`config.mk`:
```
export PLATFORM = sky130hd
export DESIGN_NAME = punc_control_unit_flat
export DESIGN_NICKNAME = d
export VERILOG_FILES = /design/src/rtl/punc_control_unit_if.sv /design/src/rtl/punc_control_unit.sv /design/src/flat_wrapper.sv
export SDC_FILE = /design/constraint.sdc
export NUM_CORES = 1
export LEC_CHECK = 0
export CAP_MARGIN = 25
export CORE_MARGIN = 3
export CORE_UTILIZATION = 29
export CTS_CLUSTER_DIAMETER = 50
export DETAILED_ROUTE_END_ITERATION = 8
export PLACE_DENSITY = 0.75
export SKIP_CTS_REPAIR_TIMING = 1
export SLEW_MARGIN = 20
export SYNTH_ARGS = -nofsm -noshare
export SYNTH_HDL_FRONTEND = slang
export SYNTH_SLANG_ARGS = --single-unit
```
`constraint.sdc`:
```
create_clock -name clk -period 1.4 [get_ports clk]
set_input_delay 0.35 -clock clk [delete_from_list [all_inputs] [get_ports clk]]
set_output_delay 0.35 -clock clk [all_outputs]
set_load 0.01 [all_outputs]
```
`src/rtl/punc_control_unit_if.sv`:
```
// -----------------------------------------------------------------------------
// punc_control_unit_if
// Bundle between the PUnC control unit and the LC3 datapath.
//   master : control unit side. It reads ir and the NZP flags and drives the
//            state/halted status plus every datapath select, load and
//            write-enable strobe.
//   slave  : datapath side. It drives ir and the flags and consumes the
//            strobes.
// -----------------------------------------------------------------------------
interface punc_control_unit_if;
  logic [15:0] ir;
  logic        n_flag;
  logic        z_flag;
  logic        p_flag;
  logic [2:0]  state;
  logic        halted;
  logic        pc_clr;
  logic        pc_inc;
  logic        pc_ld;
  logic        ir_ld;
  logic        store_ld;
  logic        nzp_ld;
  logic        pc_data_sel;
  logic        pc_add_sel;
  logic [1:0]  mem_addr_sel;
  logic        mem_w_en;
  logic [1:0]  rf_w_sel;
  logic        rf_w_en;
  logic [2:0]  rf_r_addr_0;
  logic [2:0]  rf_r_addr_1;
  logic [2:0]  rf_w_addr;
  logic        alu_a_sel;
  logic        alu_b_sel;
  logic [1:0]  sext_sel;
  logic [1:0]  alu_sel;
  logic        nzp_sel;

  modport master (
    input  ir, n_flag, z_flag, p_flag,
    output state, halted, pc_clr, pc_inc, pc_ld, ir_ld, store_ld, nzp_ld,
           pc_data_sel, pc_add_sel, mem_addr_sel, mem_w_en, rf_w_sel, rf_w_en,
           rf_r_addr_0, rf_r_addr_1, rf_w_addr, alu_a_sel, alu_b_sel,
           sext_sel, alu_sel, nzp_sel
  );

  modport slave (
    output ir, n_flag, z_flag, p_flag,
    input  state, halted, pc_clr, pc_inc, pc_ld, ir_ld, store_ld, nzp_ld,
           pc_data_sel, pc_add_sel, mem_addr_sel, mem_w_en, rf_w_sel, rf_w_en,
           rf_r_addr_0, rf_r_addr_1, rf_w_addr, alu_a_sel, alu_b_sel,
           sext_sel, alu_sel, nzp_sel
  );
endinterface

```
`src/rtl/punc_control_unit.sv`:
```
// -----------------------------------------------------------------------------
// punc_control_unit
// Control FSM for the PUnC LC3 datapath. It fetches, decodes and executes one
// instruction at a time. The only state is the FSM state. All outputs are
// combinational from the state and the instruction register.
// Ports:
//   clk  : rising-edge clock
//   rst  : asynchronous, active-high reset (forces INIT immediately)
//   bus  : punc_control_unit_if.master. It carries ir and the NZP flags in,
//          and state, halted and all datapath strobes/selects out.
// -----------------------------------------------------------------------------
module punc_control_unit (
  input  logic                  clk,
  input  logic                  rst,
  punc_control_unit_if.master   bus
);

  typedef enum logic [2:0] {
    ST_INIT     = 3'd0,
    ST_FETCH    = 3'd1,
    ST_DECODE   = 3'd2,
    ST_EXECUTE  = 3'd3,
    ST_EXECUTE2 = 3'd4,
    ST_HALT     = 3'd5
  } state_t;

  localparam logic [3:0] OP_BR   = 4'b0000;
  localparam logic [3:0] OP_ADD  = 4'b0001;
  localparam logic [3:0] OP_LD   = 4'b0010;
  localparam logic [3:0] OP_ST   = 4'b0011;
  localparam logic [3:0] OP_JSR  = 4'b0100;
  localparam logic [3:0] OP_AND  = 4'b0101;
  localparam logic [3:0] OP_LDR  = 4'b0110;
  localparam logic [3:0] OP_STR  = 4'b0111;
  localparam logic [3:0] OP_NOT  = 4'b1001;
  localparam logic [3:0] OP_LDI  = 4'b1010;
  localparam logic [3:0] OP_STI  = 4'b1011;
  localparam logic [3:0] OP_JMP  = 4'b1100;
  localparam logic [3:0] OP_LEA  = 4'b1110;
  localparam logic [3:0] OP_TRAP = 4'b1111;

  state_t     state_r;
  state_t     next_state_s;
  logic [3:0] opcode_s;
  logic       unused_ir_bits_s;

  // The branch condition field in IR[11:9] is matched against the flags.
  function automatic logic br_taken(input logic [2:0] cond,
                                    input logic n, input logic z, input logic p);
    return (cond[2] & n) | (cond[1] & z) | (cond[0] & p);
  endfunction

  assign opcode_s         = bus.ir[15:12];
  // IR[4:3] only distinguishes encodings that the control unit never needs to tell apart.
  assign unused_ir_bits_s = ^bus.ir[4:3];
  assign bus.state        = state_r;

  // State register. Reset is asynchronous, so write strobes drop as soon as rst rises.
  always_ff @(posedge clk or posedge rst) begin
    if (rst) begin
      state_r <= ST_INIT;
    end else begin
      state_r <= next_state_s;
    end
  end

  // Next-state sequencing.
  always_comb begin
    next_state_s = ST_INIT;
    case (state_r)
      ST_INIT:     next_state_s = ST_FETCH;
      ST_FETCH:    next_state_s = ST_DECODE;
      ST_DECODE: begin
        if (opcode_s == OP_TRAP) begin
          next_state_s = ST_HALT;
        end else begin
          next_state_s = ST_EXECUTE;
        end
      end
      ST_EXECUTE: begin
        if ((opcode_s == OP_LDI) || (opcode_s == OP_STI)) begin
          next_state_s = ST_EXECUTE2;
        end else begin
          next_state_s = ST_FETCH;
        end
      end
      ST_EXECUTE2: next_state_s = ST_FETCH;
      ST_HALT:     next_state_s = ST_HALT;
      default:     next_state_s = ST_INIT;
    endcase
  end

  // Datapath control decode from state and opcode.
  always_comb begin
    bus.halted       = 1'b0;
    bus.pc_clr       = 1'b0;
    bus.pc_inc       = 1'b0;
    bus.pc_ld        = 1'b0;
    bus.ir_ld        = 1'b0;
    bus.store_ld     = 1'b0;
    bus.nzp_ld       = 1'b0;
    bus.pc_data_sel  = 1'b0;
    bus.pc_add_sel   = 1'b0;
    bus.mem_addr_sel = 2'b00;
    bus.mem_w_en     = 1'b0;
    bus.rf_w_sel     = 2'b00;
    bus.rf_w_en      = 1'b0;
    bus.rf_r_addr_0  = 3'd0;
    bus.rf_r_addr_1  = 3'd0;
    bus.rf_w_addr    = 3'd0;
    bus.alu_a_sel    = 1'b0;
    bus.alu_b_sel    = 1'b0;
    bus.sext_sel     = 2'b00;
    bus.alu_sel      = 2'b00;
    bus.nzp_sel      = 1'b0;
    case (state_r)
      ST_INIT: bus.pc_clr = 1'b1;
      ST_FETCH: begin
        bus.mem_addr_sel = 2'b00;
        bus.ir_ld        = 1'b1;
        bus.pc_inc       = 1'b1;
      end
      ST_DECODE: bus.halted = 1'b0;
      ST_EXECUTE: begin
        case (opcode_s)
          OP_ADD, OP_AND: begin
            bus.rf_r_addr_0 = bus.ir[8:6];
            bus.rf_r_addr_1 = bus.ir[2:0];
            bus.alu_a_sel   = 1'b1;
            bus.alu_b_sel   = bus.ir[5];
            bus.sext_sel    = 2'b00;
            bus.alu_sel     = (opcode_s == OP_AND) ? 2'b01 : 2'b00;
            bus.rf_w_sel    = 2'b10;
            bus.rf_w_en     = 1'b1;
            bus.rf_w_addr   = bus.ir[11:9];
            bus.nzp_ld      = 1'b1;
          end
          OP_NOT: begin
            bus.rf_r_addr_0 = bus.ir[8:6];
            bus.alu_a_sel   = 1'b1;
            bus.alu_sel     = 2'b11;
            bus.rf_w_sel    = 2'b10;
            bus.rf_w_en     = 1'b1;
            bus.rf_w_addr   = bus.ir[11:9];
            bus.nzp_ld      = 1'b1;
          end
          OP_BR: begin
            if (br_taken(bus.ir[11:9], bus.n_flag, bus.z_flag, bus.p_flag)) begin
              bus.pc_ld      = 1'b1;
              bus.pc_add_sel = 1'b1;
            end else begin
              bus.pc_ld      = 1'b0;
            end
          end
          OP_JMP: begin
            bus.pc_ld       = 1'b1;
            bus.pc_data_sel = 1'b1;
            bus.rf_r_addr_0 = bus.ir[8:6];
          end
          OP_JSR: begin
            // R7 gets the incremented PC. JSRR via R7 still jumps to the old R7,
            // because the base register is read before the write edge.
            bus.rf_w_en   = 1'b1;
            bus.rf_w_sel  = 2'b00;
            bus.rf_w_addr = 3'd7;
            bus.pc_ld     = 1'b1;
            if (bus.ir[11]) begin
              bus.pc_data_sel = 1'b0;
              bus.pc_add_sel  = 1'b0;
            end else begin
              bus.pc_data_sel = 1'b1;
              bus.rf_r_addr_0 = bus.ir[8:6];
            end
          end
          OP_LD, OP_LDR, OP_ST, OP_STR: begin
            // Effective address is formed in the ALU: PC+offset9 or base+offset6.
            bus.alu_b_sel    = 1'b1;
            bus.alu_sel      = 2'b00;
            bus.mem_addr_sel = 2'b01;
            if ((opcode_s == OP_LDR) || (opcode_s == OP_STR)) begin
              bus.alu_a_sel   = 1'b1;
              bus.rf_r_addr_0 = bus.ir[8:6];
              bus.sext_sel    = 2'b01;
            end else begin
              bus.alu_a_sel   = 1'b0;
              bus.sext_sel    = 2'b10;
            end
            if ((opcode_s == OP_LD) || (opcode_s == OP_LDR)) begin
              bus.rf_w_sel  = 2'b01;
              bus.rf_w_en   = 1'b1;
              bus.rf_w_addr = bus.ir[11:9];
              bus.nzp_ld    = 1'b1;
              bus.nzp_sel   = 1'b1;
            end else begin
              bus.mem_w_en    = 1'b1;
              bus.rf_r_addr_1 = bus.ir[11:9];
            end
          end
          OP_LEA: begin
            bus.alu_a_sel = 1'b0;
            bus.alu_b_sel = 1'b1;
            bus.sext_sel  = 2'b10;
            bus.alu_sel   = 2'b00;
            bus.rf_w_sel  = 2'b10;
            bus.rf_w_en   = 1'b1;
            bus.rf_w_addr = bus.ir[11:9];
          end
          OP_LDI, OP_STI: begin
            // First pass reads the pointer word into the store register.
            bus.alu_a_sel    = 1'b0;
            bus.alu_b_sel    = 1'b1;
            bus.sext_sel     = 2'b10;
            bus.alu_sel      = 2'b00;
            bus.mem_addr_sel = 2'b01;
            bus.store_ld     = 1'b1;
          end
          default: bus.halted = 1'b0;
        endcase
      end
      ST_EXECUTE2: begin
        bus.mem_addr_sel = 2'b10;
        if (opcode_s == OP_LDI) begin
          bus.rf_w_sel  = 2'b01;
          bus.rf_w_en   = 1'b1;
          bus.rf_w_addr = bus.ir[11:9];
          bus.nzp_ld    = 1'b1;
          bus.nzp_sel   = 1'b1;
        end else if (opcode_s == OP_STI) begin
          bus.mem_w_en    = 1'b1;
          bus.rf_r_addr_1 = bus.ir[11:9];
        end else begin
          bus.mem_w_en    = 1'b0;
        end
      end
      ST_HALT: bus.halted = 1'b1;
      default: bus.pc_clr = 1'b0;
    endcase
  end

endmodule

```
`src/flat_wrapper.sv`:
```
// flat-port wrapper written by rule: the top's interface ports become plain ports
module punc_control_unit_flat 
  (clk, rst, bus_ir, bus_n_flag, bus_z_flag, bus_p_flag, bus_state, bus_halted, bus_pc_clr, bus_pc_inc, bus_pc_ld, bus_ir_ld, bus_store_ld, bus_nzp_ld, bus_pc_data_sel, bus_pc_add_sel, bus_mem_addr_sel, bus_mem_w_en, bus_rf_w_sel, bus_rf_w_en, bus_rf_r_addr_0, bus_rf_r_addr_1, bus_rf_w_addr, bus_alu_a_sel, bus_alu_b_sel, bus_sext_sel, bus_alu_sel, bus_nzp_sel);
  punc_control_unit_if bus_i ();
  input  logic clk;
  input  logic rst;
  input wire logic [$bits(bus_i.ir)-1:0] bus_ir;
  input wire logic [$bits(bus_i.n_flag)-1:0] bus_n_flag;
  input wire logic [$bits(bus_i.z_flag)-1:0] bus_z_flag;
  input wire logic [$bits(bus_i.p_flag)-1:0] bus_p_flag;
  output wire logic [$bits(bus_i.state)-1:0] bus_state;
  output wire logic [$bits(bus_i.halted)-1:0] bus_halted;
  output wire logic [$bits(bus_i.pc_clr)-1:0] bus_pc_clr;
  output wire logic [$bits(bus_i.pc_inc)-1:0] bus_pc_inc;
  output wire logic [$bits(bus_i.pc_ld)-1:0] bus_pc_ld;
  output wire logic [$bits(bus_i.ir_ld)-1:0] bus_ir_ld;
  output wire logic [$bits(bus_i.store_ld)-1:0] bus_store_ld;
  output wire logic [$bits(bus_i.nzp_ld)-1:0] bus_nzp_ld;
  output wire logic [$bits(bus_i.pc_data_sel)-1:0] bus_pc_data_sel;
  output wire logic [$bits(bus_i.pc_add_sel)-1:0] bus_pc_add_sel;
  output wire logic [$bits(bus_i.mem_addr_sel)-1:0] bus_mem_addr_sel;
  output wire logic [$bits(bus_i.mem_w_en)-1:0] bus_mem_w_en;
  output wire logic [$bits(bus_i.rf_w_sel)-1:0] bus_rf_w_sel;
  output wire logic [$bits(bus_i.rf_w_en)-1:0] bus_rf_w_en;
  output wire logic [$bits(bus_i.rf_r_addr_0)-1:0] bus_rf_r_addr_0;
  output wire logic [$bits(bus_i.rf_r_addr_1)-1:0] bus_rf_r_addr_1;
  output wire logic [$bits(bus_i.rf_w_addr)-1:0] bus_rf_w_addr;
  output wire logic [$bits(bus_i.alu_a_sel)-1:0] bus_alu_a_sel;
  output wire logic [$bits(bus_i.alu_b_sel)-1:0] bus_alu_b_sel;
  output wire logic [$bits(bus_i.sext_sel)-1:0] bus_sext_sel;
  output wire logic [$bits(bus_i.alu_sel)-1:0] bus_alu_sel;
  output wire logic [$bits(bus_i.nzp_sel)-1:0] bus_nzp_sel;
  assign bus_i.ir = bus_ir;
  assign bus_i.n_flag = bus_n_flag;
  assign bus_i.z_flag = bus_z_flag;
  assign bus_i.p_flag = bus_p_flag;
  assign bus_state = bus_i.state;
  assign bus_halted = bus_i.halted;
  assign bus_pc_clr = bus_i.pc_clr;
  assign bus_pc_inc = bus_i.pc_inc;
  assign bus_pc_ld = bus_i.pc_ld;
  assign bus_ir_ld = bus_i.ir_ld;
  assign bus_store_ld = bus_i.store_ld;
  assign bus_nzp_ld = bus_i.nzp_ld;
  assign bus_pc_data_sel = bus_i.pc_data_sel;
  assign bus_pc_add_sel = bus_i.pc_add_sel;
  assign bus_mem_addr_sel = bus_i.mem_addr_sel;
  assign bus_mem_w_en = bus_i.mem_w_en;
  assign bus_rf_w_sel = bus_i.rf_w_sel;
  assign bus_rf_w_en = bus_i.rf_w_en;
  assign bus_rf_r_addr_0 = bus_i.rf_r_addr_0;
  assign bus_rf_r_addr_1 = bus_i.rf_r_addr_1;
  assign bus_rf_w_addr = bus_i.rf_w_addr;
  assign bus_alu_a_sel = bus_i.alu_a_sel;
  assign bus_alu_b_sel = bus_i.alu_b_sel;
  assign bus_sext_sel = bus_i.sext_sel;
  assign bus_alu_sel = bus_i.alu_sel;
  assign bus_nzp_sel = bus_i.nzp_sel;
  punc_control_unit u_core (.clk(clk), .rst(rst), .bus(bus_i));
endmodule
```
==> results.json, run 1 <==
{
  "outcome": "finished with violations",
  "failed_checks": "setup timing",
  "fin_cells": 209,
  "finalSetupViolCount": 33,
  "critPathMaxFanout": 5,
  "io_buffers": 52,
  "ys_ff_latch": 3,
  "drtIter0Drc": 15,
  "grt_max_degree": 8,
  "grt_pass1_wl_mm": 3.967,
  "wl_mm": 2.937,
  "tightest_slew_ps": 474.4,
  "wl_per_cell_um": 14.05,
  "placedCellCount": 195,
  "cts.clk_slew.worst_paths_ps": 40,
  "fmax_mhz": 497.4,
  "synthTopCellsByCount": "nor2_1 (14), a21oi_1 (8), nand2_1 (7)",
  "ys_top_cells_by_area": "dfrtp_1 (11%), nor2_1 (7.7%), a21oi_1 (5.9%)",
  "clkPwrFrac_pct": 7.9,
  "critPathLaunchType": "flop",
  "synth_nets": 113,
  "clockRootBuffer": "clkbuf_4",
  "crit_chain": "and3b_4, buf_6, a22oi_2, nor2_4, a22o_1, buf_2",
  "cap_violations": 0,
  "critPathBufInv": 2,
  "synthFlopType": "dfrtp_1",
  "fin_skew_ps": 0.4011,
  "area_growth_pct": 135.6,
  "timing.final.ws_setup_ps": -610.6,
  "synth_largest_area_cell": "dfrtp_1",
  "total_leakage_power_nw": 0.8941,
  "largest_reg_flops": 3,
  "synthCells": 92,
  "clockBufferDepth": 2,
  "grt_util_all_layers_pct": 17.86,
  "synth_edf_count": 0,
  "rows": 16,
  "die_w_um": 54.58,
  "drive_gt1_share_pct": 66.48,
  "drc": 0,
  "globalplace.congestion": 0.8139,
  "async_flop_share_pct": 100.0,
  "cts_tree": "yes",
  "insertedDiodeCount": 0,
  "max_stage_delay_ps": 450,
  "synth.most_common_cell": "nor2_1",
  "crit_slowest_cell": "dfrtp_2",
  "p_total_mw": 1.908,
  "worstPathRequired_ps": 1050,
  "initial_core_util_pct": 32.56,
  "maxSlewViolCount": 0,
  "post-synth-top-area-fraction_pct": 10.97,
  "maxSlewHeadroom_pct": 68.37,
  "drt-pass1-iter-count": 4,
  "combPwrFrac_pct": 81.4,
  "clk_latency_ps": 230,
  "cp_top_family": "flip-flops",
  "htreeDepth": 1,
  "p_sw_uw": 845.8,
  "grt_pass1_vias": 922,
  "seqPwrFrac_pct": 10.7,
  "cts_inserted_buffers": 3,
  "ys_seq_area_share_pct": 10.97,
  "worst-setup-path-type": "reg2out",
  "powerDensity_nw_per_um2": 1183,
  "worst_setup_path_end_kind": "output port",
  "netlist_area_sq_um": 684.4,
  "hpwl_mm": 2.172,
  "ys_types": 38,
  "hold_viol": 0,
  "io_pins": 55,
  "period_share_pct": 143.6,
  "antenna_found_initial": 0,
  "die_h_um": 54.58,
  "hp-class": "in2async",
  "clock_sinks": 3,
  "p_int_mw": 1.062,
  "rsz0062_at_grt": "yes",
  "syn_area_per_cell_sq_um": 7.439,
  "ant_nets": 0,
  "vias_per_cell": 4.919,
  "die_area_sq_um": 2979,
  "core-area_sq_um": 2102,
  "min_period_ps": 2011,
  "worstPathArrival_ps": 1660,
  "ys_warn_count": 0,
  "ff2ff_path_depth": 6,
  "vias": 1028,
  "swShare_pct": 44.34,
  "critical_path_depth": 6,
  "max-vdd-ir-drop_uv": 869.5,
  "nets": 204,
  "gr-total-overflow": 0
}
-- per-layer routing --
| metal | track usage [%] | vias to the layer above | part of all wire, % |
|---|---|---|---|
| met3 | 2.997 | 4 | 5.7 |
| met2 | 34.65 | 39 | 56 |
| li1 | - | 507 | - |
| met1 | 20.26 | 478 | 37 |
| met4 | 2.490 | 0 | 0.85 |
| met5 | 0 | - | 0 |
-- layout by cell type, fill, tap and decap left out, types with 3 or more instances in the layout --
cell type and n:
buf_6 11, clkbuf_2 7, and2_4 5, a22o_1 3
nor2_4 6, nor3_2 3, a21oi_1 5, a21oi_2 3
nor2_1 7, clkbuf_4 3, nor2_2 3, nor3_4 4
clkdlybuf4s50_1 9, buf_2 19, buf_4 37, nand2_1 5
dlymetal6s2s_1 11
-- cell type report --
type	count	area, sq um
clock buffer	4	26.28
fill	142	489.2
inverter	3	11.26
multi-input combinational	78	704.4
sequential	3	77.57
tap	27	33.78
timing repair buffer	94	759.5
-- logic make-up after synthesis --
logic type,count (synthesis),share of synthesized area [%]
and+or+nand+nor,55,55.94
AOI/OAI and AO/OA,21,20.84
buffers and inverters,11,9.323
DFF,3,10.97
muxes,2,2.925
-- power groups by stage --
stage / clock network (mW) / registers, mW / logic [mW]
finish: 0.150 / 0.204 / 1.55
global route: 0.162 / 0.211 / 1.64
CTS: 0.155 / 0.210 / 1.33
detailed placement: 0 / 0.211 / 1.33
global placement: 0 / 0.206 / 1.30
floorplan: 0 / 0.191 / 0.693
-- final timing paths --
path                                     startpoint                   to  slack [ps]
worst max-delay path            u_core.bus.state[1]   bus_rf_r_addr_1[0]        -610
worst min-delay path                            rst  u_core.bus.state[2]         300
worst max register to register  u_core.bus.state[1]  u_core.bus.state[2]        -180
worst min register to register  u_core.bus.state[2]  u_core.bus.state[1]         670
max in group asynchronous                       rst  u_core.bus.state[0]         960
min in group clk                u_core.bus.state[2]  u_core.bus.state[1]         670
-- stage by stage --
stage / setup slack (ps) / cell area (sq um) / utilization (%) / hold slack, ps / setup TNS, ps
2_1_floorplan: -301.3 / 777.0 / - / 103.6 / -3898
3_3_place_gp: -1105 / 1511 / 71.90 / 524.1 / -29590
3_5_place_dp: -1171 / 1511 / 71.90 / 546.0 / -30700
4_1_cts: -1170 / 1538 / 73.15 / 296.6 / -32050
5_1_grt: -681.3 / 1613 / 76.73 / 329.1 / -15120
6_report: -610.6 / 1613 / 76.73 / 295.2 / -13100
No activity file was read; power rests on OpenSTA's default activity.
==> inputs of run 2 (changes only) <==
SLEW_MARGIN = not set   (was 20)
==> results of run 2 <==
No change in the layout: final DEF, timing and power equal those of run 1.
==> inputs of run 3 (changes only) <==
CTS_CLUSTER_DIAMETER = 80   (was 50)
==> results of run 3 <==
No change in the layout: final DEF, timing and power equal those of run 1.
